[src/rtl/ccip_inflight_tracker.sv]
`default_nettype none
// =============================================================================
// ccip_inflight_tracker : passive CCI-P monitor of outstanding read/write requests
// Optional duplicate-tag check: define CCIP_TRACKER_DUPCHK_EN.   Rev 1.0
// =============================================================================
module ccip_inflight_tracker #(
   parameter int RD_DEPTH       = 16,
   parameter int WR_DEPTH       = 16,
   parameter int TIMEOUT_CYCLES = 4096,
   parameter int MDATA_W        = 16
) (
   input  logic                          clk,
   input  logic                          SoftReset_n,
   input  logic                          c0tx_valid,
   input  logic [MDATA_W-1:0]            c0tx_mdata,
   input  logic [1:0]                    c0tx_len,
   input  logic                          c1tx_valid,
   input  logic                          c1tx_sop,
   input  logic [MDATA_W-1:0]            c1tx_mdata,
   input  logic [1:0]                    c1tx_len,
   input  logic                          c0rx_rd_valid,
   input  logic [MDATA_W-1:0]            c0rx_mdata,
   input  logic                          c1rx_wr_valid,
   input  logic [MDATA_W-1:0]            c1rx_mdata,
   input  logic                          c1rx_format,
   output logic [$clog2(RD_DEPTH):0]     rd_inflight,
   output logic [$clog2(WR_DEPTH):0]     wr_inflight,
   output logic                          err_orphan_rd,
   output logic                          err_orphan_wr,
   output logic                          err_table_full,
   output logic                          err_illegal_len,
   output logic                          err_timeout,
   output logic                          err_dup_mdata,
   output logic [MDATA_W-1:0]            err_mdata
);

   localparam int RD_IDX_W = $clog2(RD_DEPTH);
   localparam int WR_IDX_W = $clog2(WR_DEPTH);
   localparam int RD_CNT_W = $clog2(RD_DEPTH) + 1;
   localparam int WR_CNT_W = $clog2(WR_DEPTH) + 1;
   localparam int AGE_W    = $clog2(TIMEOUT_CYCLES) + 1;
   localparam logic [AGE_W-1:0] AGE_MAX = AGE_W'(TIMEOUT_CYCLES);
   localparam logic [AGE_W-1:0] AGE_EXP = AGE_W'(TIMEOUT_CYCLES - 1);
   localparam logic [1:0]       LEN_ILLEGAL = 2'd2;

   logic [RD_DEPTH-1:0] rd_valid_q, rd_valid_d;
   logic [MDATA_W-1:0]  rd_mdata_q [RD_DEPTH];
   logic [MDATA_W-1:0]  rd_mdata_d [RD_DEPTH];
   logic [2:0]          rd_rem_q   [RD_DEPTH];
   logic [2:0]          rd_rem_d   [RD_DEPTH];
   logic [AGE_W-1:0]    rd_age_q   [RD_DEPTH];
   logic [AGE_W-1:0]    rd_age_d   [RD_DEPTH];

   logic [WR_DEPTH-1:0] wr_valid_q, wr_valid_d;
   logic [MDATA_W-1:0]  wr_mdata_q [WR_DEPTH];
   logic [MDATA_W-1:0]  wr_mdata_d [WR_DEPTH];
   logic [2:0]          wr_rem_q   [WR_DEPTH];
   logic [2:0]          wr_rem_d   [WR_DEPTH];
   logic [AGE_W-1:0]    wr_age_q   [WR_DEPTH];
   logic [AGE_W-1:0]    wr_age_d   [WR_DEPTH];

   logic [RD_CNT_W-1:0] rd_cnt_q, rd_cnt_d;
   logic [WR_CNT_W-1:0] wr_cnt_q, wr_cnt_d;
   logic                orphan_rd_q, orphan_rd_d;
   logic                orphan_wr_q, orphan_wr_d;
   logic                full_q, full_d;
   logic                ill_q, ill_d;
   logic                timeout_q, timeout_d;
   logic [MDATA_W-1:0]  err_mdata_q, err_mdata_d;

   logic                rd_free_found, rd_hit_found, rd_exp_found;
   logic [RD_IDX_W-1:0] rd_free_idx, rd_hit_idx, rd_exp_idx;
   logic                wr_free_found, wr_hit_found, wr_exp_found;
   logic [WR_IDX_W-1:0] wr_free_idx, wr_hit_idx, wr_exp_idx;
   logic                rd_req, wr_req, wr_start, rd_ill, wr_ill, rd_full, wr_full;
   logic                dup_hit;
   logic [MDATA_W-1:0]  dup_tag;

   always_comb begin
      rd_valid_d    = rd_valid_q;
      rd_mdata_d    = rd_mdata_q;
      rd_rem_d      = rd_rem_q;
      rd_age_d      = rd_age_q;
      wr_valid_d    = wr_valid_q;
      wr_mdata_d    = wr_mdata_q;
      wr_rem_d      = wr_rem_q;
      wr_age_d      = wr_age_q;
      rd_free_found = 1'b0;
      rd_hit_found  = 1'b0;
      rd_exp_found  = 1'b0;
      rd_free_idx   = '0;
      rd_hit_idx    = '0;
      rd_exp_idx    = '0;
      wr_free_found = 1'b0;
      wr_hit_found  = 1'b0;
      wr_exp_found  = 1'b0;
      wr_free_idx   = '0;
      wr_hit_idx    = '0;
      wr_exp_idx    = '0;
      rd_cnt_d      = '0;
      wr_cnt_d      = '0;

      // All searches look at the pre-edge table; lowest index wins
      for (int i = 0; i < RD_DEPTH; i++) begin
         if (!rd_valid_q[i] && !rd_free_found) begin
            rd_free_found = 1'b1;
            rd_free_idx   = RD_IDX_W'(i);
         end
         if (rd_valid_q[i] && rd_mdata_q[i] == c0rx_mdata && !rd_hit_found) begin
            rd_hit_found = 1'b1;
            rd_hit_idx   = RD_IDX_W'(i);
         end
         if (rd_valid_q[i] && rd_age_q[i] >= AGE_EXP && !rd_exp_found) begin
            rd_exp_found = 1'b1;
            rd_exp_idx   = RD_IDX_W'(i);
         end
         if (rd_valid_q[i] && rd_age_q[i] != AGE_MAX)
            rd_age_d[i] = rd_age_q[i] + 1'b1;
      end
      for (int i = 0; i < WR_DEPTH; i++) begin
         if (!wr_valid_q[i] && !wr_free_found) begin
            wr_free_found = 1'b1;
            wr_free_idx   = WR_IDX_W'(i);
         end
         if (wr_valid_q[i] && wr_mdata_q[i] == c1rx_mdata && !wr_hit_found) begin
            wr_hit_found = 1'b1;
            wr_hit_idx   = WR_IDX_W'(i);
         end
         if (wr_valid_q[i] && wr_age_q[i] >= AGE_EXP && !wr_exp_found) begin
            wr_exp_found = 1'b1;
            wr_exp_idx   = WR_IDX_W'(i);
         end
         if (wr_valid_q[i] && wr_age_q[i] != AGE_MAX)
            wr_age_d[i] = wr_age_q[i] + 1'b1;
      end

      rd_ill   = c0tx_valid && (c0tx_len == LEN_ILLEGAL);
      wr_ill   = c1tx_valid && (c1tx_len == LEN_ILLEGAL);
      rd_req   = c0tx_valid && !rd_ill;
      wr_start = c1tx_valid && (c1tx_sop || c1tx_len == 2'd0);
      wr_req   = wr_start && !wr_ill;
      rd_full  = rd_req && !rd_free_found;
      wr_full  = wr_req && !wr_free_found;

      ill_d       = rd_ill || wr_ill;
      full_d      = rd_full || wr_full;
      orphan_rd_d = c0rx_rd_valid && !rd_hit_found;
      orphan_wr_d = c1rx_wr_valid && !wr_hit_found;
      timeout_d   = rd_exp_found || wr_exp_found;

      if (c0rx_rd_valid && rd_hit_found) begin
         rd_rem_d[rd_hit_idx] = rd_rem_q[rd_hit_idx] - 3'd1;
         if (rd_rem_q[rd_hit_idx] <= 3'd1)
            rd_valid_d[rd_hit_idx] = 1'b0;
      end
      if (c1rx_wr_valid && wr_hit_found) begin
         wr_rem_d[wr_hit_idx] = wr_rem_q[wr_hit_idx] - 3'd1;
         if (c1rx_format || wr_rem_q[wr_hit_idx] <= 3'd1)
            wr_valid_d[wr_hit_idx] = 1'b0;
      end

      // One expiry per cycle; saturated ages keep the others pending
      if (rd_exp_found)
         rd_valid_d[rd_exp_idx] = 1'b0;
      else if (wr_exp_found)
         wr_valid_d[wr_exp_idx] = 1'b0;

      if (rd_req && rd_free_found) begin
         rd_valid_d[rd_free_idx] = 1'b1;
         rd_mdata_d[rd_free_idx] = c0tx_mdata;
         rd_rem_d[rd_free_idx]   = {1'b0, c0tx_len} + 3'd1;
         rd_age_d[rd_free_idx]   = '0;
      end
      if (wr_req && wr_free_found) begin
         wr_valid_d[wr_free_idx] = 1'b1;
         wr_mdata_d[wr_free_idx] = c1tx_mdata;
         wr_rem_d[wr_free_idx]   = {1'b0, c1tx_len} + 3'd1;
         wr_age_d[wr_free_idx]   = '0;
      end

      err_mdata_d = err_mdata_q;
      if (ill_d)
         err_mdata_d = rd_ill ? c0tx_mdata : c1tx_mdata;
      else if (full_d)
         err_mdata_d = rd_full ? c0tx_mdata : c1tx_mdata;
      else if (orphan_rd_d)
         err_mdata_d = c0rx_mdata;
      else if (orphan_wr_d)
         err_mdata_d = c1rx_mdata;
      else if (timeout_d)
         err_mdata_d = rd_exp_found ? rd_mdata_q[rd_exp_idx] : wr_mdata_q[wr_exp_idx];
      else if (dup_hit)
         err_mdata_d = dup_tag;

      for (int i = 0; i < RD_DEPTH; i++)
         rd_cnt_d = rd_cnt_d + RD_CNT_W'(rd_valid_d[i]);
      for (int i = 0; i < WR_DEPTH; i++)
         wr_cnt_d = wr_cnt_d + WR_CNT_W'(wr_valid_d[i]);
   end

`ifdef CCIP_TRACKER_DUPCHK_EN
   logic dup_q, rd_dup, wr_dup;

   always_comb begin
      rd_dup = 1'b0;
      wr_dup = 1'b0;
      for (int i = 0; i < RD_DEPTH; i++)
         if (rd_valid_q[i] && rd_mdata_q[i] == c0tx_mdata) rd_dup = 1'b1;
      for (int i = 0; i < WR_DEPTH; i++)
         if (wr_valid_q[i] && wr_mdata_q[i] == c1tx_mdata) wr_dup = 1'b1;
      dup_hit = (rd_req && rd_free_found && rd_dup) || (wr_req && wr_free_found && wr_dup);
      dup_tag = (rd_req && rd_free_found && rd_dup) ? c0tx_mdata : c1tx_mdata;
   end

   always_ff @(posedge clk) begin
      if (!SoftReset_n) dup_q <= 1'b0;
      else              dup_q <= dup_hit;
   end

   assign err_dup_mdata = dup_q;
`else
   assign dup_hit       = 1'b0;
   assign dup_tag       = '0;
   assign err_dup_mdata = 1'b0;
`endif

   always_ff @(posedge clk) begin
      if (!SoftReset_n) begin
         rd_valid_q  <= '0;
         rd_mdata_q  <= '{default: '0};
         rd_rem_q    <= '{default: '0};
         rd_age_q    <= '{default: '0};
         wr_valid_q  <= '0;
         wr_mdata_q  <= '{default: '0};
         wr_rem_q    <= '{default: '0};
         wr_age_q    <= '{default: '0};
         rd_cnt_q    <= '0;
         wr_cnt_q    <= '0;
         orphan_rd_q <= 1'b0;
         orphan_wr_q <= 1'b0;
         full_q      <= 1'b0;
         ill_q       <= 1'b0;
         timeout_q   <= 1'b0;
         err_mdata_q <= '0;
      end else begin
         rd_valid_q  <= rd_valid_d;
         rd_mdata_q  <= rd_mdata_d;
         rd_rem_q    <= rd_rem_d;
         rd_age_q    <= rd_age_d;
         wr_valid_q  <= wr_valid_d;
         wr_mdata_q  <= wr_mdata_d;
         wr_rem_q    <= wr_rem_d;
         wr_age_q    <= wr_age_d;
         rd_cnt_q    <= rd_cnt_d;
         wr_cnt_q    <= wr_cnt_d;
         orphan_rd_q <= orphan_rd_d;
         orphan_wr_q <= orphan_wr_d;
         full_q      <= full_d;
         ill_q       <= ill_d;
         timeout_q   <= timeout_d;
         err_mdata_q <= err_mdata_d;
      end
   end

   assign rd_inflight     = rd_cnt_q;
   assign wr_inflight     = wr_cnt_q;
   assign err_orphan_rd   = orphan_rd_q;
   assign err_orphan_wr   = orphan_wr_q;
   assign err_table_full  = full_q;
   assign err_illegal_len = ill_q;
   assign err_timeout     = timeout_q;
   assign err_mdata       = err_mdata_q;

endmodule
`default_nettype wire

[config.mk]
export PLATFORM = sky130hd
export DESIGN_NAME = ccip_inflight_tracker
export DESIGN_NICKNAME = d
export VERILOG_FILES = /design/src/rtl/ccip_inflight_tracker.sv
export SDC_FILE = /design/constraint.sdc
export NUM_CORES = 2
export LEC_CHECK = 0
export CORE_ASPECT_RATIO = 1.5
export CORE_MARGIN = 4
export CORE_UTILIZATION = 40
export CTS_CLUSTER_SIZE = 16
export DETAILED_ROUTE_END_ITERATION = 8
export PLACE_DENSITY = 0.6
export SLEW_MARGIN = 15
export SYNTH_ARGS = -nofsm -noshare
export SYNTH_HDL_FRONTEND = slang
export SYNTH_SLANG_ARGS = --single-unit
export TNS_END_PERCENT = 1
[constraint.sdc]
create_clock -name clk -period 17.9 [get_ports clk]
set_input_delay 4.475 -clock clk [delete_from_list [all_inputs] [get_ports clk]]
set_output_delay 4.475 -clock clk [all_outputs]
set_load 0.02 [all_outputs]
==> results.md <==
* Status: finished, violations left
* Failing checks: design-rule violations
* Total of max-cap violations at 0
* Hold wc startpoint: wr_rem_q[41]
* Setup crit start kind: input port
* Worst min-delay path class: register to register
* Vias at 59,000
* # clock sinks at 1,087
* Fin cells at 9,714
* Yosys cell types at 106
* Most frequent CP cell: fa_1
* First-pass GRT wire length at 392 mm
* Net switching power at 1.41 mW
* CTS Buf Count at 115
* Yosys top cell area share at 0.361
* Leakage power at 23.0 nW
* Core Region at 150,000 um2
* Top_reg_cell synth: dfxtp_1
* PostCTS Resize Cnt at 0
* Grt total ovfl at 0
* Cells after Synth at 7,749
* Final Hold Vio Count at 0
* Slew margin rel. at 0.0920
* Max-slew violation count at 0
* Top Ports at 108
* Setup violators final at 0
* Area leader, netlist: dfxtp_1
* Final min period at 12.63 ns
* # hold bufs at CTS at 0
* Synth Net Count at 7,928
* Comb pwr share at 0.077
* Initial Util at 0.402
* Number of global-route vias before repair at 57,000
* HPWL after DPL at 201 mm
* DIE AREA at 157,000 um2
* FF+latch count, synth at 1,087
* NumNets Final at 7,856
* CP Data Arrival Time at 13.24 ns
* VDD IR max at 0.0758 mV
* Post-Place Cells at 9,495
* Clock Skew at 0.0504 ns
* Tot Pwr at 5.42 mW
* Row count at 174
* Slowest cell delay on critical path at 1.06 ns
* DP Area at 63,100 um2
* Worst Path Max Fanout at 32
* Hold Crit Endpoint: wr_rem_q[41]
* CTS Buffer Depth at 3
* Filler cell count at 15,100
* Worst R2R End: wr_inflight[3]
* Reg-to-reg startpoint: wr_valid_q[12]
* Number of port buffers at 106
* WL per Instance at 28.3 um
* CTS HTree Levels at 3
* Setup TNS at 0 ns
* Worst slew pin tran at 1.35 ns
* Worst Reg-to-Reg Cells at 22
* RePlAce Congestion at 1.03
* Commonest cells in the netlist: 1,485 x nand2_1, 1,087 x dfxtp_1, 867 x nor2_1
* Yosys synthesis warning count at 0
* CTS tree: yes
* Cell area power density at 80.8 nW/um2
* Final Instance Area at 67,100 um2
* Reg power frac at 0.453
* Clk_lat worst skew at 0.81 ns
* Post-CTS Setup Bufs at 0
* Root buffer cell: clkbuf_16
* Chip Width at 325 um
* Die Y-Extent at 483 um
* Post-Route WL at 275 mm
* Pin count of the biggest net entering global routing at 154
* Sequential share of the synthesized area at 0.361
* Initial DRC Count at 6,317
* Initial antenna violation count at 13
* Drt pass-1 iters at 9
* Worst Setup Path Type: input port to register
* Count leader, synth: nand2_1
* Critical-path top delay cell: nor4_1
* Sw Ratio at 0.260
* Overall routing resource usage at 0.336
* RSZ-0062 raised after global routing: no
* Clock power frac at 0.470
* Hold Path Depth at 2
* Internal power at 4.01 mW
* Syn avg cell area at 7.77 um2
* Post-DRT Antenna Nets at 0
* Tcrit/Tclk final at 0.706
* Via density at 6.08
* FFs w/ async S/R, synth at 0
* Reg2reg setup slack at 8.95 ns
* Number of remaining DRC errors at 10
* Worst setup EP type: register
* Worst Path Required at 18.51 ns
* F_max at 79.2 MHz
* Layout cell share with drive strength beyond 1 at 0.0649
* Area contributors post-synth: dfxtp_1 36%, nand2_1 9.3%, xnor2_1 7.0%
* Netlist Area Pre-Place at 60,200 um2
* CTS clk-pin slew, worst paths at 0.06 ns
* Synthesis-to-layout area growth at 11.5%
* Post-synth EDFFs at 0
[worst max-delay path, delay by kind of cell]
kind,cells,cell delay [ns]
simple gates,7,2.91
fa+ha+maj,7,2.88
compound gates,4,1.27
buf+inv,4,0.97
mux,1,0.39
xor+xnor,2,0.31
[stage by stage]
step / utilization / setup WS (ns) / hold slack [ns]
floorplan: - / 6.56 / 0.445
global placement: 0.421 / 4.38 / 0.464
detailed placement: 0.421 / 4.66 / 0.473
CTS: 0.448 / 5.42 / 0.481
global route: 0.448 / 5.02 / 0.501
finish: 0.448 / 5.27 / 0.484
[registers in the layout, summed over array words and instances (netlist names), 5 cells and up]
register / cells
wr_rem_q: 48
rd_age_q: 208
wr_age_q: 208
rd_inflight: 5
wr_valid_q: 16
rd_mdata_q: 256
rd_rem_q: 48
wr_inflight: 5
wr_mdata_q: 256
err_mdata: 16
rd_valid_q: 16
[worst max path at each step]
stage / to / slack, ns / cells past startpoint / startpoint
2_1_floorplan: wr_inflight[3] / 6.56 / 30 / c1rx_mdata[4]
3_3_place_gp: wr_inflight[3] / 4.38 / 27 / c1rx_mdata[10]
3_5_place_dp: rd_inflight[3] / 4.66 / 26 / c0rx_mdata[12]
4_1_cts: rd_inflight[3] / 5.42 / 26 / c0rx_mdata[12]
5_1_grt: wr_inflight[3] / 5.02 / 25 / c1rx_mdata[0]
6_report: rd_inflight[2] / 5.27 / 25 / c0rx_mdata[12]
[cells in the final DEF (no fill, tap or decap), drive strengths merged, types with 90 or more instances in the layout]
| master | instances |
|---|---|
| a21oi | 681 |
| and3 | 90 |
| buf | 187 |
| clkbuf | 154 |
| clkdlybuf4s50 | 102 |
| dfxtp | 1087 |
| inv | 175 |
| nand2 | 1487 |
| nand3 | 205 |
| nand4 | 234 |
| nor2 | 869 |
| nor3 | 114 |
| nor4 | 163 |
| o21ai | 97 |
| xnor2 | 485 |
| xor2 | 416 |
[power groups by stage]
| stage | Sequential, mW | Clock (mW) | Combinational, mW |
|---|---|---|---|
| detailed placement | 2.51 | 0 | 0.406 |
| floorplan | 2.50 | 0 | 0.241 |
| global placement | 2.51 | 0 | 0.406 |
| global route | 2.45 | 2.69 | 0.435 |
| finish | 2.45 | 2.55 | 0.420 |
| CTS | 2.45 | 2.59 | 0.408 |
[routing by layer]
metal / routed length [um] / up-vias / share of wire / GRT usage
met2: 127000 / 3012 / 0.46 / 0.563
li1: - / 26800 / - / -
met4: 31200 / 6 / 0.11 / 0.312
met5: 43 / - / 0.00016 / 0
met3: 20600 / 1095 / 0.075 / 0.0662
met1: 96100 / 28100 / 0.35 / 0.355
[area by class of cell]
type | count | area (um2) | share of cell area
Clock inverter | 56 | 734 | 0.0109
Multi-Input combinational cell | 6011 | 35900 | 0.535
Tap cell | 1936 | 2420 | 0.0361
Clock buffer | 154 | 3220 | 0.0479
Antenna cell | 8 | 20.0 | 0.000298
Sequential cell | 1087 | 21800 | 0.324
Inverter | 173 | 657 | 0.00979
Timing Repair Buffer | 289 | 2410 | 0.0360
[logic make-up after synthesis]
kind of cell,synth area share
compound gates,0.153
xor+xnor,0.131
fa+ha+maj,0.0239
buf+inv,0.0451
flops,0.361
mux,0.0203
other cells,0.0000623
simple gates,0.265
Power figures use the tool's default switching activity.
